### src/rtl/regfile_wb_arbiter.sv
// Write-back arbiter and destination scoreboard for the register file.
// Two requesters (ALU, load unit) share one registered write port, with
// round-robin arbitration on contention. A busy mask tracks reserved
// destinations whose write-back has not yet been granted.
module regfile_wb_arbiter #(
  parameter int DATA_W = 16,
  parameter int ADDR_W = 4
) (
  input  logic                 clk,
  input  logic                 rst_n,
  input  logic                 alu_req,
  input  logic [ADDR_W-1:0]    alu_reg,
  input  logic [DATA_W-1:0]    alu_data,
  output logic                 alu_gnt,
  input  logic                 mem_req,
  input  logic [ADDR_W-1:0]    mem_reg,
  input  logic [DATA_W-1:0]    mem_data,
  output logic                 mem_gnt,
  input  logic                 reserve_en,
  input  logic [ADDR_W-1:0]    reserve_reg,
  output logic [2**ADDR_W-1:0] busy,
  output logic                 RegWrite,
  output logic [ADDR_W-1:0]    Write_Reg,
  output logic [DATA_W-1:0]    Write_Bus
);

  localparam int NREG = 2**ADDR_W;

  // Last winner: 0 = ALU, 1 = MEM. Reset to MEM so the ALU wins the first tie.
  logic                r_last;
  logic                r_we;
  logic [ADDR_W-1:0]   r_wreg;
  logic [DATA_W-1:0]   r_wdata;
  logic [NREG-1:0]     r_busy;

  logic                w_alu_gnt;
  logic                w_mem_gnt;
  logic                w_any_gnt;
  logic [ADDR_W-1:0]   w_win_reg;
  logic [DATA_W-1:0]   w_win_data;
  logic [NREG-1:0]     w_busy_nxt;

  // Grants: a lone request wins; on contention the non-last requester wins.
  // Both are gated by reset so nothing is granted while the block is held.
  assign w_alu_gnt  = rst_n & alu_req & (~mem_req | r_last);
  assign w_mem_gnt  = rst_n & mem_req & (~alu_req | ~r_last);
  assign w_any_gnt  = w_alu_gnt | w_mem_gnt;
  assign w_win_reg  = w_mem_gnt ? mem_reg  : alu_reg;
  assign w_win_data = w_mem_gnt ? mem_data : alu_data;

  assign alu_gnt   = w_alu_gnt;
  assign mem_gnt   = w_mem_gnt;
  assign RegWrite  = r_we;
  assign Write_Reg = r_wreg;
  assign Write_Bus = r_wdata;
  assign busy      = r_busy;

  // Scoreboard next state: the granted write clears its bit, then a reservation
  // sets its bit, so a same-edge reservation supersedes the completing write.
  always_comb begin
    w_busy_nxt = r_busy;
    if (w_any_gnt)  w_busy_nxt[w_win_reg]   = 1'b0;
    if (reserve_en) w_busy_nxt[reserve_reg] = 1'b1;
  end

  // Round-robin pointer: only moves when someone is granted.
  always_ff @(posedge clk or negedge rst_n) begin
    if (!rst_n)         r_last <= 1'b1;
    else if (w_any_gnt) r_last <= w_mem_gnt;
  end

  // Registered write port: enable pulses per grant, address/data hold otherwise.
  always_ff @(posedge clk or negedge rst_n) begin
    if (!rst_n) begin
      r_we    <= 1'b0;
      r_wreg  <= '0;
      r_wdata <= '0;
    end else begin
      r_we <= w_any_gnt;
      if (w_any_gnt) begin
        r_wreg  <= w_win_reg;
        r_wdata <= w_win_data;
      end
    end
  end

  // Busy mask register.
  always_ff @(posedge clk or negedge rst_n) begin
    if (!rst_n) r_busy <= '0;
    else        r_busy <= w_busy_nxt;
  end

endmodule

### config.mk
export PLATFORM = sky130hd
export DESIGN_NAME = regfile_wb_arbiter
export DESIGN_NICKNAME = d
export VERILOG_FILES = /design/src/rtl/regfile_wb_arbiter.sv
export SDC_FILE = /design/constraint.sdc
export NUM_CORES = 1
export LEC_CHECK = 0
export CORE_MARGIN = 1.5
export CORE_UTILIZATION = 46
export CTS_CLUSTER_SIZE = 10
export DETAILED_ROUTE_END_ITERATION = 6
export PLACE_DENSITY = 0.82
export SYNTH_ARGS = -nofsm -noshare
export SYNTH_HDL_FRONTEND = slang
export SYNTH_SLANG_ARGS = --single-unit
### constraint.sdc
create_clock -name clk -period 2.65 [get_ports clk]
set_input_delay 0.265 -clock clk [delete_from_list [all_inputs] [get_ports clk]]
set_output_delay 0.265 -clock clk [all_outputs]
set_load 0.005 [all_outputs]
==> flow_metrics.py, run 1 <==
metrics = {
    "outcome": {
        "status": "complete, no violations",
    },
    "finish": {
        "final_area_um2": 3126,
        "syn2layout_area_growth_pct": 47.29,
        "fin_util_pct": 71.29,
        "n_antenna_cell": 0,
        "fin_nets": 366,
        "drive_above_1_share_pct": 8.176,
        "final_cells": 370,
        "final_common_cell": "clkdlybuf4s50_1",
        "layout_common_cells": "clkdlybuf4s50_1 (86), dfrtp_1 (37), nand2_1 (34), o21ai_0 (22), mux2i_1 (19)",
    },
    "detailed_routing": {
        "routed_wirelength_um": 6043,
        "wire_per_inst_um": 16.33,
        "drtIter0Drc": 199,
        "drc": 0,
        "ant_nets": 0,
        "vias": 2137,
        "drt-pass1-iter-count": 4,
        "post_drt_via_cell_ratio": 5.776,
    },
    "clock_tree": {
        "tritoncts": "built",
        "cts_buffers": 5,
        "clock-sinks": 38,
        "worstSkewPairLatency_ns": 0.29,
        "clk_path_buf_depth": 2,
        "htree_levels": 2,
        "path_clk_slew_ns": 0.07,
        "root_buffer": "clkbuf_8",
    },
    "global_route": {
        "grt.busiest_layer": "met2",
        "grt_pass1_wl_um": 9846,
        "antenna_found_initial": 0,
        "grt_usage_pct": 24.77,
        "use_met3_pct": 4.701,
        "met1_usage_pct": 32.32,
        "grt_pass1_vias": 2089,
        "grt-ovfl-total": 0,
        "grt_use_met2_pct": 39.98,
        "grt_max_degree": 42,
    },
    "worst_setup_path": {
        "worstSetupStartpointType": "input port",
        "r2r_start": "r_last",
        "endpoint_kind": "output port",
        "cp_max_fo": 18,
        "worstSetupPathType": "in -> out",
        "cp_cell_sequence": "dlygate4sd3_1, buf_2, clkinvlp_4, nor3_1, clkdlybuf4s50_1",
        "cp.required_ns": 2.38,
        "crit_slowest_cell": "clkdlybuf4s50_1",
        "slowest_delay_ns": 0.56,
        "rr_worst_depth": 5,
        "r2r_end": "busy[15]",
        "r2r_setup_slack_ns": 0.98,
        "critPathArrivalTime_ns": 2.19,
    },
    "placement": {
        "gp_congestion": 0.9286,
        "dp_cells": 360,
        "post-place-ws_ns": 0.5547,
        "dp_hpwl_um": 4460,
        "portBuffers": 87,
        "place_area_um2": 3022,
    },
    "timing": {
        "fin_setup_tns_ns": 0,
        "finClkSkew_ns": 0.004323,
        "fmax_mhz": 406.7,
        "hold_ws_ns": 0.4717,
        "fin_crit_ns": 2.459,
        "slew_headroom_pct": 69.29,
        "setup_viol": 0,
        "rsz0062_at_grt": "no",
        "finalHoldViolCount": 0,
        "fin_ws_ns": 0.1910,
        "period_share_pct": 92.79,
        "drv_slew": 0,
        "worst_pin_slew_ns": 0.4607,
    },
    "flow_run": {
        "drv_cap": 0,
    },
    "synthesis": {
        "yosys.area.top_type": "dfrtp_1",
        "yosys-top-cells-area": "dfrtp_1 (44%), mux2i_1 (9.0%), nand2_1 (6.0%)",
        "synth_top_cell_area_share_pct": 43.63,
        "synth_cell_type_count": 40,
        "synth_cells": 229,
        "yosysSeqAreaShare_pct": 44.87,
        "synth-edff-count": 0,
        "syn-num-nets": 278,
        "synth-seq-cells": 38,
        "avgSynthCellArea_um2": 9.267,
        "syn_area_um2": 2122,
        "synth_ff_type": "dfrtp_1",
        "async_flop_share_pct": 100.0,
        "ys_warn_count": 0,
    },
    "pwr": {
        "peakVddDrop_uv": 315.6,
        "power_density_nw_per_um2": 464.7,
        "p_leak_nw": 1.353,
        "power_mw": 1.453,
    },
    "floorplanning": {
        "core_um2": 4384,
        "die_area_um2": 5030,
        "die-height_um": 70.92,
        "fp.dieW_um": 70.92,
        "num_rows": 24,
        "start_util_pct": 48.40,
        "ios": 88,
    },
    "worst_hold_path": {
        "min_path_type": "in -> async",
    },
}
[registers in the layout (all words and copies together), names as in the netlist]
signal	count
RegWrite	1
Write_Bus	16
Write_Reg	4
busy	16
r_last	1
[where the power goes]
| group | internal, mW | switching (mW) | total [mW] |
|---|---|---|---|
| sequential | 0.634 | 0.0330 | 0.667 |
| combinational | 0.228 | 0.177 | 0.405 |
| clock | 0.182 | 0.198 | 0.380 |
| total | 1.04 | 0.408 | 1.45 |
[cell usage after synthesis (2+ instances only)]
library cell	n
o21ai_0	23
nand4_1	4
nor2b_1	3
inv_2	2
o32ai_1	2
nand2b_1	4
a21oi_1	15
nand2_1	34
o2bb2ai_1	2
dfrtp_1	37
mux2i_1	19
nor2_1	8
buf_4	3
nand3b_1	3
a21bo_1	2
o22ai_1	4
a31oi_1	2
inv_1	9
nand4b_1	3
nor3_1	5
nand3_1	11
clkbuf_1	5
buf_2	4
a211o_1	2
o311ai_1	6
o211ai_1	3
[how the worst max path moves through the flow]
stage                     startpoint       end  slack [ns]
final                          rst_n   alu_gnt        0.19
after global routing           rst_n   alu_gnt        0.10
after CTS                      rst_n   alu_gnt        0.05
after detailed placement     mem_req   mem_gnt        0.55
after global placement       mem_req   mem_gnt        0.59
after floorplan               r_last  busy[10]        1.24
[final cells by class]
type / instances / area (um2)
fillers: 344 / 1259
multi-input cells: 167 / 1060
flip-flops and latches: 38 / 952.2
repair buffers: 94 / 920.9
clock buffers: 6 / 72.57
well taps: 52 / 65.06
inverters: 11 / 45.04
clock inverters: 2 / 10.01
[repair_timing]
action	in CTS	in global routing
resized for setup	0	1
setup buffers	0	1
setup endpoints to repair	0	1
hold buffers	1	0
hold endpoints to repair	15	0
[worst max-delay path, delay by kind of cell]
kind,cells,cell delay [ns]
buf+inv,4,1.66
simple gates,1,0.25
[logic make-up (layout without fill, tap and decap cells)]
logic type | Yosys count | in the layout | share of synthesized area (%)
simple gates | 79 | 79 | 18.45
compound gates | 69 | 69 | 22.35
flops | 38 | 38 | 44.87
buf+inv | 24 | 113 | 5.366
mux | 19 | 19 | 8.962
[layer usage]
layer  up-vias  routed length (um)
met2        97                2955
met1      1011                2517
met5         -                   0
met3        17                 393
li1       1012                   -
met4         0                 176
Note: power is estimated with default switching activity, not from simulation.
==> run 2, diff against run 1 <==
--- a/config.mk
+++ b/config.mk
@@ -5,6 +5,7 @@
 export SDC_FILE = /design/constraint.sdc
 export NUM_CORES = 1
 export LEC_CHECK = 0
+export CORE_ASPECT_RATIO = 1.75
 export CORE_MARGIN = 1.5
 export CORE_UTILIZATION = 46
 export CTS_CLUSTER_SIZE = 10
==> constraint.sdc (replaced) <==
create_clock -name clk -period 2.65 [get_ports clk]
set_input_delay 0.265 -clock clk [delete_from_list [all_inputs] [get_ports clk]]
set_output_delay 0.265 -clock clk [all_outputs]
set_load 0.02 [all_outputs]
==> run 2 against run 1 <==
Effect of this change:
- register-to-register slack better by 0.06 ns
- largest power group unchanged
- highest routed layer unchanged
- utilization is 0.61 points lower
- sequential cell count stayed put
==> flow_metrics.py, run 2 (synthesis gave the netlist of run 1 again) <==
metrics = {
    "outcome": {
        "status": "complete, no violations",
    },
    "floorplanning": {
        "ios": 88,
        "die_area_um2": 5045,
        "die-height_um": 92.85,
        "fp.dieW_um": 54.34,
        "start_util_pct": 48.18,
        "core_um2": 4404,
        "num_rows": 32,
    },
    "detailed_routing": {
        "vias": 2108,
        "wire_per_inst_um": 16.06,
        "post_drt_via_cell_ratio": 5.728,
        "drt-pass1-iter-count": 5,
        "ant_nets": 0,
        "drc": 0,
        "routed_wirelength_um": 5910,
        "drtIter0Drc": 55,
    },
    "global_route": {
        "grt_use_met2_pct": 45.88,
        "grt_pass1_wl_um": 9342,
        "antenna_found_initial": 0,
        "use_met3_pct": 5.645,
        "grt_pass1_vias": 2087,
        "grt.busiest_layer": "met2",
        "grt_max_degree": 39,
        "met1_usage_pct": 25.58,
        "grt-ovfl-total": 0,
        "grt_usage_pct": 25.38,
    },
    "clock_tree": {
        "root_buffer": "clkbuf_8",
        "htree_levels": 2,
        "cts_setup_buffers": 0,
        "clk_path_buf_depth": 2,
        "clock-sinks": 38,
        "tritoncts": "built",
        "worstSkewPairLatency_ns": 0.29,
        "cts_buffers": 5,
        "path_clk_slew_ns": 0.07,
    },
    "finish": {
        "final_cells": 368,
        "fin_nets": 365,
        "n_antenna_cell": 0,
        "n_fill_cell": 382,
        "syn2layout_area_growth_pct": 46.70,
        "fin_util_pct": 70.68,
        "drive_above_1_share_pct": 7.571,
        "final_common_cell": "clkdlybuf4s50_1",
        "layout_common_cells": "clkdlybuf4s50_1 (86), dfrtp_1 (37), nand2_1 (34), o21ai_0 (22), mux2i_1 (19)",
        "final_area_um2": 3113,
    },
    "pwr": {
        "p_leak_nw": 1.354,
        "p_sw_share_pct": 30.66,
        "power_mw": 1.506,
        "p_seq_share_pct": 44.2,
        "peakVddDrop_uv": 443.5,
        "intPower_mw": 1.044,
        "p_clk_share_pct": 25.1,
        "p_switching_mw": 0.4616,
        "power_density_nw_per_um2": 483.7,
        "p_comb_share_pct": 30.7,
    },
    "worst_setup_path": {
        "worstSetupStartpointType": "input port",
        "worstSetupPathType": "in -> out",
        "r2r_start": "r_last",
        "endpoint_kind": "output port",
        "cp.required_ns": 2.38,
        "cp_max_fo": 23,
        "critPathArrivalTime_ns": 2.18,
        "critPathLaunch": "rst_n",
    },
    "timing": {
        "setup_viol": 0,
        "rsz0062_at_grt": "no",
        "worst_pin_slew_ns": 0.4869,
        "fin_crit_ns": 2.447,
        "period_share_pct": 92.33,
        "fmax_mhz": 408.7,
        "fin_setup_tns_ns": 0,
        "drv_slew": 0,
        "slew_headroom_pct": 67.54,
        "finClkSkew_ns": 0.002583,
        "finalHoldViolCount": 0,
    },
    "worst_hold_path": {
        "min_path_type": "in -> async",
    },
    "placement": {
        "gp_congestion": 0.9040,
        "dp_cells": 359,
        "place_area_um2": 3020,
        "portBuffers": 87,
        "dp_hpwl_um": 4497,
    },
    "flow_run": {
        "drv_cap": 0,
    },
}
==> run 2: changes by cell type in the layout (fill, tap and decap cells not counted), sizes merged <==
cell      before  now
inv           10   11
buf            7    6
clkinvlp       1    0
==> run 2: what timing repair did <==
item | in CTS | in global routing
hold endpoints to repair | 14 | 0
resized for setup | 0 | 0
hold buffers | 1 | 0
==> run 2: layer usage <==
metal | part of all wire (%) | routed length (um)
met2 | 57 | 3352
met4 | 2.6 | 156
met5 | 0 | 0
met3 | 6.4 | 380
met1 | 34 | 2020
==> run 2: final cells by class <==
type                            count  area [um2]  share of cell area, %
Sequential cell                    38       952.2                  30.59
Multi-Input combinational cell    167        1060                  34.04
Clock buffer                        6       72.57                  2.331
Clock inverter                      2       10.01                 0.3215
Inverter                           11       41.29                  1.326
Timing Repair Buffer               93       913.4                  29.34
Tap cell                           51       63.81                  2.050
==> run 2: power groups by stage <==
stage               registers [mW]  logic, mW  clock network [mW]
floorplan                    0.736      0.166                   0
CTS                          0.665      0.467               0.389
finish                       0.665      0.463               0.378
detailed placement           0.675      0.465                   0
global route                 0.673      0.501               0.417
global placement             0.673      0.456                   0
==> run 2: final timing paths <==
| path | slack (ns) | depth (start not counted) | end |
|---|---|---|---|
| worst max-delay path | 0.20 | 5 | mem_gnt |
| worst min-delay path | 0.47 | 2 | busy[3] |
| worst max register to register | 1.04 | 5 | busy[4] |
| worst min register to register | 0.49 | 2 | Write_Bus[14] |
| max in group asynchronous | 1.37 | 3 | busy[14] |
| min in group clk | 0.49 | 2 | Write_Bus[14] |
==> run 2: per-stage QoR <==
stage | setup WS, ns | hold slack (ns)
finish | 0.2032 | 0.4696
global route | 0.09743 | 0.5007
CTS | 0.2012 | 0.4730
detailed placement | 0.4381 | 0.2441
global placement | 0.4577 | 0.2384
floorplan | 1.191 | -0.03059
==> run 2: critical path: stages <==
cell	delay [ns]
dlygate4sd3_1	0.52
buf_2	0.42
nand2_2	0.11
inv_2	0.21
clkdlybuf4s50_1	0.65
==> run 3, diff against run 2 <==
--- a/config.mk
+++ b/config.mk
@@ -5,12 +5,13 @@
 export SDC_FILE = /design/constraint.sdc
 export NUM_CORES = 1
 export LEC_CHECK = 0
+export ABC_CLOCK_PERIOD_IN_PS = 2400
 export CORE_ASPECT_RATIO = 1.75
 export CORE_MARGIN = 1.5
-export CORE_UTILIZATION = 46
+export CORE_UTILIZATION = 43
 export CTS_CLUSTER_SIZE = 10
 export DETAILED_ROUTE_END_ITERATION = 6
-export PLACE_DENSITY = 0.82
+export PLACE_DENSITY = 0.77
 export SYNTH_ARGS = -nofsm -noshare
 export SYNTH_HDL_FRONTEND = slang
 export SYNTH_SLANG_ARGS = --single-unit
==> constraint.sdc (replaced) <==
create_clock -name clk -period 2.4 [get_ports clk]
set_input_delay 0.24 -clock clk [delete_from_list [all_inputs] [get_ports clk]]
set_output_delay 0.24 -clock clk [all_outputs]
set_load 0.02 [all_outputs]
==> run 3 against run 2 <==
Effect of this change:
- register-to-register slack lost 0.27 ns
- sequential power grew 11%
- largest power group unchanged
- sequential cell count unchanged
- via count is 1.7% higher
- highest routed layer unchanged
==> flow_metrics.py, run 3 (synthesis gave the netlist of run 1 again) <==
metrics = {
    "worst_setup_path": {
        "worstSetupStartpointType": "input port",
        "critPathArrivalTime_ns": 1.84,
        "cp.required_ns": 2.16,
        "slowest_delay_ns": 0.64,
        "cp_max_fo": 4,
        "cp_cell_sequence": "dlygate4sd3_1, buf_2, inv_1, nor3_1, clkdlybuf4s50_1",
        "endpoint_kind": "output port",
        "crit_slowest_cell": "clkdlybuf4s50_1",
        "worstSetupPathType": "in -> out",
    },
    "timing": {
        "finClkSkew_ns": 0.006594,
        "fin_crit_ns": 2.076,
        "slew_headroom_pct": 71.24,
        "drv_slew": 0,
        "worst_pin_slew_ns": 0.4313,
        "fin_setup_tns_ns": 0,
        "fmax_mhz": 481.7,
        "fin_ws_ns": 0.3241,
        "period_share_pct": 86.50,
        "rsz0062_at_grt": "no",
        "finalHoldViolCount": 0,
        "setup_viol": 0,
    },
    "pwr": {
        "p_leak_nw": 1.374,
        "power_mw": 1.808,
        "peakVddDrop_uv": 479.6,
        "power_density_nw_per_um2": 569.8,
    },
    "floorplanning": {
        "die-height_um": 95.93,
        "core_um2": 4707,
        "fp.dieW_um": 56.11,
        "die_area_um2": 5382,
        "num_rows": 33,
        "ios": 88,
        "start_util_pct": 45.08,
    },
    "finish": {
        "final_common_cell": "clkdlybuf4s50_1",
        "layout_common_cells": "clkdlybuf4s50_1 (86), dfrtp_1 (37), nand2_1 (34), o21ai_0 (22), mux2i_1 (19)",
        "fin_nets": 367,
        "n_fill_cell": 413,
        "final_cells": 371,
        "syn2layout_area_growth_pct": 49.53,
        "n_antenna_cell": 0,
        "drive_above_1_share_pct": 8.464,
    },
    "clock_tree": {
        "htree_levels": 2,
        "path_clk_slew_ns": 0.08,
        "cts_buffers": 5,
        "root_buffer": "clkbuf_8",
        "worstSkewPairLatency_ns": 0.29,
        "cts_setup_buffers": 0,
        "tritoncts": "built",
        "clk_path_buf_depth": 2,
        "clock-sinks": 38,
    },
    "detailed_routing": {
        "drt-pass1-iter-count": 4,
        "wire_per_inst_um": 16.93,
        "drtIter0Drc": 70,
        "vias": 2143,
        "ant_nets": 0,
        "post_drt_via_cell_ratio": 5.776,
        "drc": 0,
        "routed_wirelength_um": 6281,
    },
    "global_route": {
        "antenna_found_initial": 0,
        "grt_usage_pct": 24.36,
        "grt-ovfl-total": 0,
        "grt_pass1_vias": 2155,
        "grt_pass1_wl_um": 10140,
        "grt_max_degree": 31,
    },
    "flow_run": {
        "drv_cap": 0,
    },
    "placement": {
        "dp_cells": 362,
        "portBuffers": 87,
        "post-place-ws_ns": 0.3685,
        "gp_congestion": 0.9025,
        "dp_hpwl_um": 4778,
    },
    "outcome": {
        "status": "complete, no violations",
    },
    "worst_hold_path": {
        "min_path_type": "reg -> reg",
    },
}
-- run 3: changes by cell type in the layout (fill, tap and decap cells not counted) --
cell and delta:
buf_4 +1, clkinv_2 -2, clkbuf_1 -1, bufinv_16 +1
clkinvlp_4 +2, buf_12 +1
-- run 3: layout make-up --
class / instances / area [um2] / area share [%]
Clock buffer: 5 / 68.82 / 2.169
Timing Repair Buffer: 95 / 940.9 / 29.65
Inverter: 11 / 41.29 / 1.301
Sequential cell: 38 / 952.2 / 30.01
Tap cell: 52 / 65.06 / 2.050
Multi-Input combinational cell: 167 / 1060 / 33.40
Clock inverter: 3 / 45.04 / 1.420
-- run 3: path summary, 6_finish.rpt --
check	startpoint	endpoint	slack, ns	cells past startpoint
setup / recovery	rst_n	alu_gnt	0.32	5
hold / removal	Write_Bus[2]	Write_Bus[2]	0.48	2
max in group asynchronous	rst_n	r_last	1.51	3
hold reg to reg	Write_Bus[2]	Write_Bus[2]	0.48	2
min in group asynchronous	rst_n	busy[4]	0.54	3
setup reg to reg	r_last	busy[5]	0.77	5
-- run 3: what timing repair did --
item                                    4_1_cts  5_1_grt
endpoints found under the setup margin        0        0
hold buffers                                  1        0
endpoints found under the hold margin         2        0
resized for setup                             0        0
-- run 3: per-stage QoR --
step                hold WS (ns)  instance area, um2  util [%]
global placement          0.3019                3049     64.78
global route              0.4938                3173     67.41
floorplan               -0.05559                2122         -
finish                    0.4837                3173     67.41
CTS                       0.4884                3173     67.41
detailed placement        0.3094                3049     64.78
-- run 3: power breakdown --
part	switching [mW]	internal, mW	total (mW)
logic	0.261	0.257	0.518
registers	0.0365	0.699	0.736
clock network	0.245	0.309	0.554
total	0.542	1.27	1.81
-- run 3: layer usage --
metal | wire (um) | vias to the layer above | share of wire (%) | track usage (%)
met1 | 2174 | 1022 | 35 | 24.91
met2 | 3531 | 87 | 56 | 45.69
met5 | 0 | - | 0 | 0
met4 | 273 | 0 | 4.3 | 14.09
met3 | 302 | 22 | 4.8 | 4.435
li1 | - | 1012 | - | -
-- run 3: worst max-delay path: cells and delay by family --
family                 cells  cell delay (ns)
AND/OR/NAND/NOR            1             0.21
buffers and inverters      4             1.39
